===== src/rtl/fifo_pkg.sv =====
// Shared helpers and default geometry for the banked FIFO.
package fifo_pkg;

  localparam int unsigned DEF_WIDTH      = 16;
  localparam int unsigned DEF_BANKS      = 4;
  localparam int unsigned DEF_BANK_DEPTH = 4;

  function automatic int unsigned clog2(input int unsigned v);
    int unsigned r;
    r = 0;
    for (int unsigned i = 0; i < 32; i++) begin
      if ((32'd1 << i) < v) r = i + 1;
    end
    return r;
  endfunction

  localparam int unsigned DEF_AW = clog2(DEF_BANKS * DEF_BANK_DEPTH);
  localparam int unsigned DEF_BW = clog2(DEF_BANK_DEPTH);

endpackage


===== src/rtl/fifo_bank_ram.sv =====
// One storage bank: synchronous write port, asynchronous read port.
module fifo_bank_ram
  import fifo_pkg::*;
#(
  parameter int unsigned WIDTH = DEF_WIDTH,
  parameter int unsigned DEPTH = 2 ** DEF_BW
) (
  input  logic                      clk,
  input  logic                      we,
  input  logic [clog2(DEPTH)-1:0]   waddr,
  input  logic [WIDTH-1:0]          wdata,
  input  logic [clog2(DEPTH)-1:0]   raddr,
  output logic [WIDTH-1:0]          rdata
);

  logic [WIDTH-1:0] r_mem [DEPTH];

  always_ff @(posedge clk) begin
    if (we) r_mem[waddr] <= wdata;
  end

  assign rdata = r_mem[raddr];

endmodule


===== src/rtl/fifo_banked.sv =====
// Banked synchronous FIFO: one global pointer pair, upper pointer bits pick the bank.
module fifo_banked
  import fifo_pkg::*;
#(
  parameter int unsigned WIDTH      = DEF_WIDTH,
  parameter int unsigned BANKS      = DEF_BANKS,
  parameter int unsigned BANK_DEPTH = DEF_BANK_DEPTH,
  parameter int unsigned AF_THRESH  = 12,
  parameter int unsigned AE_THRESH  = 2
) (
  input  logic                                  clk,
  input  logic                                  reset,
  input  logic [WIDTH-1:0]                      data_in,
  input  logic                                  put,
  input  logic                                  get,
  output logic [WIDTH-1:0]                      data_out,
  output logic [clog2(BANKS*BANK_DEPTH):0]      fillcount,
  output logic                                  empty,
  output logic                                  full,
  output logic                                  almost_full,
  output logic                                  almost_empty,
  output logic                                  overflow,
  output logic                                  underflow
);

  localparam int unsigned DEPTH = BANKS * BANK_DEPTH;
  localparam int unsigned AW    = clog2(DEPTH);
  localparam int unsigned BW    = clog2(BANK_DEPTH);

  localparam logic [AW:0] PTR_ONE = {{AW{1'b0}}, 1'b1};
  localparam logic [AW:0] FULL_V  = (AW+1)'(DEPTH);
  localparam logic [AW:0] AF_V    = (AW+1)'(AF_THRESH);
  localparam logic [AW:0] AE_V    = (AW+1)'(AE_THRESH);

  logic [AW:0]       r_wr_ptr;
  logic [AW:0]       r_rd_ptr;
  logic [WIDTH-1:0]  r_data_out;
  logic              r_overflow;
  logic              r_underflow;

  logic [AW:0]       w_fill;
  logic              w_empty;
  logic              w_full;
  logic              w_put_ok;
  logic              w_get_ok;
  logic [BANKS-1:0]  w_we;
  logic [WIDTH-1:0]  w_bank_rdata [BANKS];
  logic [WIDTH-1:0]  w_rdata;

  assign w_fill   = r_wr_ptr - r_rd_ptr;
  assign w_empty  = (w_fill == '0);
  assign w_full   = (w_fill == FULL_V);
  assign w_put_ok = put && !w_full;
  assign w_get_ok = get && !w_empty;

  always_comb begin
    w_we = '0;
    if (w_put_ok) w_we[r_wr_ptr[AW-1:BW]] = 1'b1;
  end

  for (genvar g = 0; g < BANKS; g++) begin : g_bank
    fifo_bank_ram #(
      .WIDTH (WIDTH),
      .DEPTH (BANK_DEPTH)
    ) u_bank (
      .clk   (clk),
      .we    (w_we[g]),
      .waddr (r_wr_ptr[BW-1:0]),
      .wdata (data_in),
      .raddr (r_rd_ptr[BW-1:0]),
      .rdata (w_bank_rdata[g])
    );
  end

  assign w_rdata = w_bank_rdata[r_rd_ptr[AW-1:BW]];

  always_ff @(posedge clk or posedge reset) begin
    if (reset) begin
      r_wr_ptr    <= '0;
      r_rd_ptr    <= '0;
      r_data_out  <= '0;
      r_overflow  <= 1'b0;
      r_underflow <= 1'b0;
    end else begin
      r_overflow  <= put && w_full;
      r_underflow <= get && w_empty;
      if (w_put_ok) r_wr_ptr <= r_wr_ptr + PTR_ONE;
      if (w_get_ok) begin
        r_rd_ptr   <= r_rd_ptr + PTR_ONE;
        r_data_out <= w_rdata;
      end
    end
  end

  assign data_out     = r_data_out;
  assign fillcount    = w_fill;
  assign empty        = w_empty;
  assign full         = w_full;
  assign almost_full  = (w_fill >= AF_V);
  assign almost_empty = (w_fill <= AE_V);
  assign overflow     = r_overflow;
  assign underflow    = r_underflow;

endmodule


===== config.mk =====
export PLATFORM = sky130hd
export DESIGN_NAME = fifo_banked
export DESIGN_NICKNAME = d
export VERILOG_FILES = /design/src/rtl/fifo_pkg.sv /design/src/rtl/fifo_bank_ram.sv /design/src/rtl/fifo_banked.sv
export SDC_FILE = /design/constraint.sdc
export NUM_CORES = 1
export LEC_CHECK = 0
export ABC_AREA = 0
export BUFFER_PORTS_ARGS = -buffer_cell sky130_fd_sc_hd__buf_2
export CAP_MARGIN = 30
export CORE_UTILIZATION = 47
export DETAILED_ROUTE_END_ITERATION = 12
export PLACE_DENSITY = 0.6
export SLEW_MARGIN = 5
export SYNTH_ARGS = -nofsm -noshare
export SYNTH_HDL_FRONTEND = slang
export SYNTH_SLANG_ARGS = --single-unit

===== constraint.sdc =====
create_clock -name clk -period 4.2 [get_ports clk]
set_clock_uncertainty 0.2 [all_clocks]
set_input_delay 1.05 -clock clk [delete_from_list [all_inputs] [get_ports clk]]
set_output_delay 1.05 -clock clk [all_outputs]
set_load 0.05 [all_outputs]

# Word-level counts from Yosys, hierarchy flattened
# Memory sizes are Yosys's and may differ from the RTL's.
# Index checks and enable logic that the tools add are counted.
# Widths: inputs -> output; s select.
dict set report totals {
  ff_bits 28
  ram_bits 256
  elab_cells 41
  mem_count 4
}
# memory depth width rd rd_ports_with_merged_regs wr line
set mem_list {}
lappend mem_list {{g_bank[0].u_bank.r_mem} 4 16 1 0 1 fifo_bank_ram.sv:16} ;# logic [WIDTH-1:0] r_mem [DEPTH];
lappend mem_list {{g_bank[1].u_bank.r_mem} 4 16 1 0 1 fifo_bank_ram.sv:16}
lappend mem_list {{g_bank[2].u_bank.r_mem} 4 16 1 0 1 fifo_bank_ram.sv:16}
lappend mem_list {{g_bank[3].u_bank.r_mem} 4 16 1 0 1 fifo_bank_ram.sv:16}
dict set report classes {
  n_addsub 3
  magnitude_cmp 5
  eq_ne 1
  mux 14
  bitwise 1
  n_reduce_logical 8
}
# operator n
set ops {}
lappend ops {{$bmux 16 s2} 1}
lappend ops {{$mux 16} 2}
lappend ops {{$add 5x1->5 const B} 2}
lappend ops {{$mux 1} 9}
lappend ops {{$eq 5x5->1 const B} 1}
lappend ops {{$ge 5x4->1 const B} 1}
lappend ops {{$le 5x2->1 const B} 1}
lappend ops {{$logic_and 1x1->1} 5}
lappend ops {{$logic_not 5->1} 1}
lappend ops {{$sub 5x5->5} 1}
lappend ops {{$mux 4} 1}
lappend ops {{$ge 3x3->1 const B} 1}
lappend ops {{$lt 2x3->1 const B} 1}
lappend ops {{$not 2->3} 1}
lappend ops {{$demux 1 s2} 1}
lappend ops {{$ge 2x1->1 const B} 1}
lappend ops {{$logic_not 1->1} 2}

# Longest topological paths before layout
# Gate-level depths: netlist of the first run.
dict set report depth {
  word_depth 7
  depth_mapped 11
  depth_no_buf 10
}

# Hierarchy
# A second synthesis of the first run with hierarchy kept.
dict set report hier_totals {
  cells_unflattened 481
  area_unflattened_um2 11317.1
}
# mod n_inst cells_per_inst area_per_inst_um2 seq_area_each_um2
set modules_own_cells {}
lappend modules_own_cells {fifo_bank_ram 4 88 2377.3 1921.8}
lappend modules_own_cells {fifo_banked 1 129 1808.0 700.7}

# Least setup slack after synthesis of the first run
# No wires, ideal clock.
dict set report synth_timing {
  path_type {reg2out}
  startpoint {register r_rd_ptr[1]}
  endpoint {output port almost_empty}
  arrival_ns 4.499
  required_ns 2.950
  path_slack_ns -1.549
  path_stages_with_launch 9
  cell_sequence {dfrtp_1 clkbuf_1 inv_1 fa_1 a21o_1 a21oi_2 xor2_2 inv_4 a2111oi_0}
}
dict set report synth_via {
  elab_chain_cells 2
}
# item line
set synth_lines {}
lappend synth_lines {{start, declared} fifo_banked.sv:36} ;# logic [AW:0] r_rd_ptr;
lappend synth_lines {{start signal, assigned} fifo_banked.sv:89} ;# r_rd_ptr <= r_rd_ptr + PTR_ONE;
lappend synth_lines {{$sub 5x5->5} fifo_banked.sv:50} ;# assign w_fill = r_wr_ptr - r_rd_ptr;
lappend synth_lines {{net fillcount[4]} fifo_banked.sv:17} ;# output logic [clog2(BANKS*BANK_DEPTH):0] fillcount,
lappend synth_lines {{$le 5x2->1} fifo_banked.sv:100} ;# assign almost_empty = (w_fill <= AE_V);
lappend synth_lines {{end, declared} fifo_banked.sv:21} ;# output logic almost_empty,
# The timed path passes the listed nets, and every way through them passes these cells.

# Worst setup path in the final report of the first run
dict set report layout_timing {
  startpoint {register r_wr_ptr[0]}
  endpoint {output port almost_empty}
}
dict set report layout_via {
  elab_chain_cells 2
}
# item line
set layout_lines {}
lappend layout_lines {{start, declared} fifo_banked.sv:35} ;# logic [AW:0] r_wr_ptr;
lappend layout_lines {{start signal, assigned} fifo_banked.sv:87} ;# if (w_put_ok) r_wr_ptr <= r_wr_ptr + PTR_ONE;
lappend layout_lines {{$sub 5x5->5} fifo_banked.sv:50}
lappend layout_lines {{$le 5x2->1} fifo_banked.sv:100}
# Every way passes these cells.

==> flow_summary.toml, run 1 <==
[outcome]
run_status = "complete, no violations"

[yosys]
synth.distinct_cells = 35
yosys-top-cells-area = "edfxtp_1, mux4_2, dfrtp_1"
yosys-top-cells-count = "edfxtp_1, mux4_2, o22ai_1"
synth_edf_count = 256
synth-seq-area-share_pct = 75.9
syn_inst = 519
syn_nets = 549
synth-adder-area-share_pct = 1.20
synth-seq-cells = 284
synthMuxAreaShare_pct = 15.4
synth_xor_area_share_pct = 1.02
yosys_most_used_dff = "edfxtp_1"
synthMostInstantiatedCell = "edfxtp_1"
synth_compound_area_share_pct = 2.64
avgSynthCellArea_sq_um = 21.3
synth.top_cell.area_share_pct = 69.6
synth_top_family_by_area = "multiplexers"
synthArstFlopShare_pct = 9.86
yosys_warnings = 0
synth_area_sq_um = 11000
yosys.area_share.simple_pct = 2.51
yosysTopAreaCell = "edfxtp_1"

[worst_hold_path]
min_path_type = "register to register"

[clocking]
numCtsBuffers = 30
clockBufferDepth = 3
insertion_delay_ns = 0.54
root_buffer = "clkbuf_16"
clkSinkCount = 284
h-tree-depth = 1
path_clk_slew_ns = 0.06
cts_tree = "done"

[sta]
setup_viol = 0
maxSlewHeadroom_pct = 32.6
finalCriticalPeriod_ns = 4.07
finalHoldViolCount = 0
max_freq_ghz = 0.246
period_share_pct = 96.9
tightest_slew_ns = 1.01
drv_slew = 0
rsz0062_at_grt = "no"

[power]
pwr-share-seq_pct = 35.1
p_sw_mw = 3.70
swShare_pct = 35.7
vdd_drop_max_mv = 0.734
combPwrFrac_pct = 39.2
p_int_mw = 6.68
p_leak_nw = 4.41
p_clk_share_pct = 25.7
power_density_nw_per_um2 = 804

[detailed_routing]
first_iter_violations = 398
drc = 0
via_per_inst = 5.61
finalWirelength_microns = 22900
postRouteAntennaNets = 0
dr.pass1.iters = 5
wl_per_cell_microns = 24.4
vias = 5288

[grt]
grt_max_degree = 46
grt_pass1_wl_microns = 34900
grt_antenna_before_repair = 1
grt.total_usage_pct = 20.2
overflow = 0
first_global_vias = 5513

[critical_path]
worstSetupStartpointType = "register"
cp.arrival_ns = 2.82
worstSetupPathType = "register to primary output"
worstPathRequired_ns = 2.95
path_max_fanout = 4
critPathCaptureType = "primary output"

[die]
rows = 55
die_w_microns = 155
core_area_sq_um = 22800
initial_core_util_pct = 48.4
die_y_microns = 155
ios = 47
die_area_sq_um = 24100

[job]
drv_cap = 0

[place]
place_area_sq_um = 11800
placed_cells = 879
gp_congestion = 0.778
port_buffers = 46
dp_hpwl_microns = 12400

[final_layout]
drive_above_1_share_pct = 34.7
area_growth_syn_to_layout_pct = 16.9
antenna_cells = 0
design_area_sq_um = 12900
finalNonFillerCells = 942
fin_nets = 635
## state kept, by name (all words and copies together), names as in the netlist
name / count
g_bank.u_bank.r_mem: 256
data_out: 16
r_rd_ptr: 5
r_wr_ptr: 5
overflow: 1
underflow: 1
## through the flow
step | total power [mW] | setup slack, ns | utilization [%] | setup TNS (ns) | hold slack (ns)
3_5_place_dp | 7.55 | 0.285 | 51.6 | 0 | 0.278
5_1_grt | 10.8 | 0.00140 | 56.5 | 0 | 0.312
3_3_place_gp | 7.49 | 0.374 | 51.6 | 0 | 0.274
6_report | 10.4 | 0.129 | 56.5 | 0 | 0.292
2_1_floorplan | 6.59 | -0.0849 | - | -1.41 | 0.262
4_1_cts | 10.3 | 0.0460 | 56.2 | 0 | 0.292
## metal layers
metal  up-vias  wire [microns]  global-route usage [%]  share of wire (%)
met5         -              11                       0              0.048
met1      2790            9990                    28.0                 44
li1       2322               -                       -                  -
met4         2             371                    5.65                1.6
met2       139           11400                    33.6                 50
met3        35            1120                    3.04                4.9
## cell type report
cell class / instances / area, sq um
Clock inverter: 17 / 188
Inverter: 9 / 36.3
Fill cell: 1766 / 9930
Timing Repair Buffer: 75 / 522
Sequential cell: 284 / 8390
Tap cell: 313 / 392
Multi-Input combinational cell: 205 / 2560
Clock buffer: 39 / 826
## power groups by stage
stage | registers [mW] | logic, mW | clock network (mW)
detailed placement | 3.70 | 3.85 | 0
global route | 3.68 | 4.33 | 2.83
CTS | 3.64 | 3.93 | 2.72
global placement | 3.68 | 3.81 | 0
finish | 3.64 | 4.07 | 2.67
floorplan | 3.96 | 2.64 | 0
## layout by cell type (no fill, tap or decap), types with 10 or more instances in the layout
| cell | synthesis | layout |
|---|---|---|
| and3_1 | 12 | 12 |
| buf_2 | 8 | 44 |
| buf_4 | 0 | 24 |
| clkbuf_16 | 0 | 31 |
| dfrtp_1 | 28 | 27 |
| edfxtp_1 | 256 | 256 |
| mux2_2 | 10 | 10 |
| mux4_2 | 64 | 64 |
| nor2_1 | 20 | 20 |
| o22ai_1 | 32 | 32 |
## repair_timing
action,CTS,global route
pin swaps,0,0
setup buffers,2,3
setup endpoints to repair,3,3
hold buffers,0,0
resized for setup,4,4
## critical path: stages, from the launching register on
cell and delay, ns:
dfrtp_1 0.39, inv_2 0.10, ha_1 0.16, inv_1 0.06, fa_2 0.36, a21o_1 0.18
a21oi_2 0.18, xor2_2 0.24, inv_4 0.06, a2111oi_4 0.33, buf_6 0.21
## worst paths after layout
kind	from	slack [ns]	to	cells after the start
max	r_wr_ptr[0]	0.13	almost_empty	10
min	r_wr_ptr[4]	0.29	r_wr_ptr[4]	1
max reg2reg	r_wr_ptr[0]	0.50	g_bank[3].u_bank.r_mem[0][9]	13
min reg2reg	r_wr_ptr[4]	0.29	r_wr_ptr[4]	1
max in group asynchronous	reset	3.03	r_rd_ptr[0]	3
min in group asynchronous	reset	0.41	r_wr_ptr[2]	3
## kinds of logic after synthesis
group | count (synthesis)
adder cells (fa/ha/maj) | 10
AND/OR/NAND/NOR | 55
buffers and inverters | 30
multiplexers | 84
AO/OA/AOI/OAI | 44
XOR/XNOR | 12
flip-flops | 284
Power figures use the tool's default switching activity.
==> run 2: changes to the inputs <==
==> constraint.sdc (replaced) <==
create_clock -name clk -period 4.2 [get_ports clk]
set_clock_uncertainty 0.2 [all_clocks]
set_input_delay 1.05 -clock clk [delete_from_list [all_inputs] [get_ports clk]]
set_output_delay 1.05 -clock clk [all_outputs]
set_load 0.005 [all_outputs]
==> run 2 against run 1 <==
Net effect:
- sequential cell count did not move
- setup slack improved by 0.037 ns
- count of clock-buffer cells in the layout fell by 9
- via count fell by 0.40%
- wire length fell by 1.4%
- power fell by 11%
- critical path type unchanged
- largest cell class unchanged
- highest routed layer is now met4
==> flow_summary.toml, run 2 (synthesized netlist as in run 1, its figures left out) <==
[sta]
max_freq_ghz = 0.248
maxSlewHeadroom_pct = 34.9
rsz0062_at_grt = "no"
period_share_pct = 96.0
drv_slew = 0
finalCriticalPeriod_ns = 4.03
finalHoldViolCount = 0
setup_viol = 0
tightest_slew_ns = 0.977
tns_ns = 0

[place]
dp_hpwl_microns = 13600
gp_congestion = 0.752
port_buffers = 46

[critical_path]
cpMaxStageDelayCell = "dfrtp_1"
path_buf_inv = 4
path_max_fanout = 9
cp.arrival_ns = 2.78
path_cells = "inv_2, ha_1, inv_1, fa_2, a21o_1, a21oi_2, xor2_2, inv_4, a2111oi_2, buf_2"
cpLargestDelayFamily = "compound AO/OA/AOI/OAI gates"
critPathCaptureType = "primary output"
worstSetupPathType = "register to primary output"
worstPathRequired_ns = 2.95
worstSetupStartpointType = "register"
critPathMaxStageDelay_ns = 0.41

[detailed_routing]
drc = 0
postRouteAntennaNets = 0
first_iter_violations = 458
finalWirelength_microns = 22600
dr.pass1.iters = 4
vias = 5267
via_per_inst = 5.63
wl_per_cell_microns = 24.2

[power]
p_clk_share_pct = 26.8
swShare_pct = 30.9
p_int_mw = 6.36
power_density_nw_per_um2 = 722
p_leak_nw = 4.34
finalPower_mw = 9.21
combPwrFrac_pct = 33.6
p_sw_mw = 2.85
pwr-share-seq_pct = 39.6
vdd_drop_max_mv = 0.454

[clocking]
path_clk_slew_ns = 0.06
root_buffer = "clkbuf_16"
cts_tree = "done"
clkSinkCount = 284
insertion_delay_ns = 0.54
clockBufferDepth = 3
h-tree-depth = 1
numCtsBuffers = 29

[final_layout]
regMostFlops = "g_bank.u_bank.r_mem"
drive_above_1_share_pct = 34.1
largest_reg_flops = 256
fin_nets = 630
antenna_cells = 0
layout_common_cells = "edfxtp_1, mux4_2, buf_2"
mostFrequentLayoutCell = "edfxtp_1"
area_growth_syn_to_layout_pct = 15.4

[die]
rows = 55
die_y_microns = 155
core_area_sq_um = 22800
initial_core_util_pct = 48.4
ios = 47
die_w_microns = 155
die_area_sq_um = 24100

[outcome]
run_status = "complete, no violations"

[grt]
grt_max_degree = 48
grt_pass1_wl_microns = 34100
overflow = 0
grt_antenna_before_repair = 0
grt.total_usage_pct = 19.6
first_global_vias = 5515

[job]
drv_cap = 0

[worst_hold_path]
min_path_type = "primary input to asynchronous set/reset pin"
==> run 2: cell types whose count changed in the layout (fill, tap and decap cells not counted), sizes merged <==
cell	previous run	this run
clkinvlp	0	3
clkbuf	40	30
bufinv	4	3
buf	74	71
clkinv	12	16
==> run 2: path summary, 6_finish.rpt <==
path | cells past startpoint | endpoint | startpoint | slack (ns)
max in group asynchronous | 3 | r_rd_ptr[0] | reset | 2.82
min | 2 | underflow | reset | 0.29
min reg2reg | 1 | r_wr_ptr[4] | r_wr_ptr[4] | 0.29
min in group clk | 1 | r_wr_ptr[4] | r_wr_ptr[4] | 0.29
max reg2reg | 9 | g_bank[1].u_bank.r_mem[1][0] | r_wr_ptr[0] | 0.34
max | 10 | almost_empty | r_wr_ptr[0] | 0.17
==> run 2: final cells by class <==
class	instances	area (sq um)
tap	313	392
inverter	9	36.3
sequential	284	8390
fill	1786	10100
timing repair buffer	71	477
clock inverter	23	191
clock buffer	30	729
multi-input combinational	205	2540
==> run 2: per-stage QoR <==
step           area (sq um)  hold WS, ns  std cells  setup WS [ns]  utilization [%]
3_5_place_dp          11700        0.288        876          0.211             51.4
4_1_cts               12700        0.296        930         0.0212             55.4
6_report              12800        0.293        935          0.166             55.8
3_3_place_gp          11700        0.275        875          0.331             51.2
5_1_grt               12800        0.306        935         0.0290             55.8
2_1_floorplan         11000        0.262        519          0.561                -
==> run 2: metal layers <==
layer  GRT usage, %  part of all wire (%)
met3           2.76                   5.9
met1           27.5                    43
met4           4.72                   1.8
met5              0                     0
met2           32.6                    50
==> run 2: power groups by stage <==
stage / sequential, mW / clock (mW) / combinational, mW
floorplan: 3.67 / 0 / 2.10
global placement: 3.69 / 0 / 2.97
detailed placement: 3.71 / 0 / 3.03
CTS: 3.66 / 2.51 / 3.09
global route: 3.68 / 2.61 / 3.38
finish: 3.65 / 2.47 / 3.10
==> run 2: repair_timing <==
| action | 4_1_cts | 5_1_grt |
|---|---|---|
| cloned | 0 | 0 |
| hold buffers | 0 | 0 |
| setup buffers | 1 | 1 |
| resized for setup | 3 | 2 |
| setup endpoints to repair | 2 | 3 |
| pin swaps | 0 | 1 |
==> run 2: worst reg2reg max path, delay by kind of cell (launching register included) <==
kind / cells / cell delay [ns]
adders and majority gates: 2 / 0.52
AOI/OAI and AO/OA: 1 / 0.39
and+or+nand+nor: 2 / 1.01
DFF: 1 / 0.41
xor gates and xnor gates: 1 / 0.40
muxes: 1 / 0.38
buffers and inverters: 2 / 0.17
==> run 3: changes to the inputs <==
==> constraint.sdc (replaced) <==
create_clock -name clk -period 4.9 [get_ports clk]
set_clock_uncertainty 0.2 [all_clocks]
set_input_delay 1.225 -clock clk [delete_from_list [all_inputs] [get_ports clk]]
set_output_delay 1.225 -clock clk [all_outputs]
set_load 0.005 [all_outputs]
==> run 3 against run 2 <==
Net effect:
- critical path type unchanged
- combinational power fell by 18%
- die area did not move
- sequential share of layout area is 0.52 points higher
- clock power is 15% lower
- wire length is 0.32% higher
- final area shrank 0.78%
- critical path depth did not move
- first-iteration DRC count is 21% lower
- core utilization is 0.44 points lower
- non-clock buffer count shrank 4
==> flow_summary.toml, run 3 (synthesized netlist as in run 1, its figures left out) <==
[die]
die_w_microns = 155
rows = 55
initial_core_util_pct = 48.4
die_y_microns = 155
ios = 47
core_area_sq_um = 22800
die_area_sq_um = 24100

[grt]
grt_pass1_wl_microns = 34600
grt_antenna_before_repair = 0
grt.total_usage_pct = 20.0
overflow = 0
first_global_vias = 5493
grt_max_degree = 39

[critical_path]
critPathMaxStageDelay_ns = 0.41
crit_start = "r_wr_ptr[0]"
reg2reg_from = "r_wr_ptr[0]"
path_cells = "inv_1, ha_1, inv_1, fa_1, a21o_1, a21oi_2, xor2_2, inv_4, a2111oi_0, buf_2"
cpMaxStageDelayCell = "dfrtp_1"
path_max_fanout = 9
rrSetupSlack_ns = 0.95
crit_cells = 10
worstPathRequired_ns = 3.47
r2r_cells = 10
path_buf_inv = 4
critPathCaptureType = "primary output"
cpMostUsedCell = "inv_1"
cp.arrival_ns = 3.17
r2r-end = "g_bank[2].u_bank.r_mem[2][9]"
worstSetupStartpointType = "register"
worstSetupPathType = "register to primary output"
cpLargestDelayFamily = "compound AO/OA/AOI/OAI gates"
crit_path_end = "almost_empty"

[sta]
tns_ns = 0
finalCriticalPeriod_ns = 4.59
tightest_slew_ns = 0.963
setup_viol = 0
whs_ns = 0.291
drv_slew = 0
finalHoldViolCount = 0
period_share_pct = 93.7
maxSlewHeadroom_pct = 35.7
max_freq_ghz = 0.218
rsz0062_at_grt = "no"

[detailed_routing]
finalWirelength_microns = 22700
via_per_inst = 5.62
vias = 5246
postRouteAntennaNets = 0
dr.pass1.iters = 4
first_iter_violations = 362
wl_per_cell_microns = 24.3
drc = 0

[final_layout]
fin_nets = 627
mostFrequentLayoutCell = "edfxtp_1"
fillers = 1775
antenna_cells = 0
regMostFlops = "g_bank.u_bank.r_mem"
layout_common_cells = "edfxtp_1, mux4_2, buf_2"
drive_above_1_share_pct = 32.9
largest_reg_flops = 256
area_growth_syn_to_layout_pct = 14.5

[clocking]
path_clk_slew_ns = 0.06
ctsHoldBuffers = 0
numCtsBuffers = 30
post_cts_buffers = 0
h-tree-depth = 1
cts_resized = 0
clockBufferDepth = 3
insertion_delay_ns = 0.54
cts_tree = "done"
root_buffer = "clkbuf_16"
clkSinkCount = 284

[power]
p_leak_nw = 4.31
vdd_drop_max_mv = 0.394
finalPower_mw = 7.76
power_density_nw_per_um2 = 613

[place]
dp_hpwl_microns = 12800
gp_congestion = 0.782
port_buffers = 46

[outcome]
run_status = "complete, no violations"

[worst_hold_path]
min_path_type = "register to register"

[job]
drv_cap = 0
==> run 3: worst min path at each step <==
| stage | to | slack (ns) | depth (start not counted) | start |
|---|---|---|---|---|
| after floorplan | r_rd_ptr[4] | 0.26 | 1 | r_rd_ptr[4] |
| after global placement | r_rd_ptr[4] | 0.28 | 1 | r_rd_ptr[4] |
| after detailed placement | r_rd_ptr[4] | 0.28 | 1 | r_rd_ptr[4] |
| after CTS | r_rd_ptr[4] | 0.29 | 1 | r_rd_ptr[4] |
| after global routing | r_rd_ptr[4] | 0.31 | 1 | r_rd_ptr[4] |
| final | r_rd_ptr[4] | 0.29 | 1 | r_rd_ptr[4] |
==> run 3: area by class of cell <==
class                           instances  area [sq um]  share of cell area (%)
Clock inverter                         16           116                   0.920
Inverter                                9          36.3                   0.287
Tap cell                              313           392                    3.10
Multi-Input combinational cell        205          2520                    19.9
Timing Repair Buffer                   67           388                    3.07
Clock buffer                           40           808                    6.39
Sequential cell                       284          8390                    66.3
==> run 3: where the power goes <==
group	internal (mW)	switching [mW]	leakage, nW
registers	3.00	0.123	2.64
logic	1.14	1.41	1.22
clock network	1.21	0.881	0.452
==> run 3: through the flow <==
stage / setup WS (ns) / utilization, % / instances / instance area (sq um)
after floorplan: 1.09 / - / 519 / 11000
final: 0.309 / 55.4 / 934 / 12700
after detailed placement: 0.895 / 51.3 / 878 / 11700
after global placement: 0.999 / 51.3 / 878 / 11700
after global routing: 0.0632 / 55.4 / 934 / 12700
after CTS: 0.303 / 55.4 / 934 / 12700
==> run 3: worst reg2reg max path: cells and delay by family, from the launching register on <==
family,cells,cell delay [ns]
adders and majority gates,2,0.59
and+or+nand+nor,2,0.74
buffers and inverters,3,0.53
muxes,1,0.38
DFF,1,0.41
AOI/OAI and AO/OA,1,0.44
xor gates and xnor gates,1,0.35
==> run 3: per-layer routing <==
layer	routed length (microns)	track usage [%]	up-vias	part of all wire [%]
li1	-	-	2303	-
met1	9730	27.7	2748	43
met2	11100	32.8	159	49
met3	1420	3.76	36	6.3
met4	449	5.23	0	2.0
met5	0	0	-	0
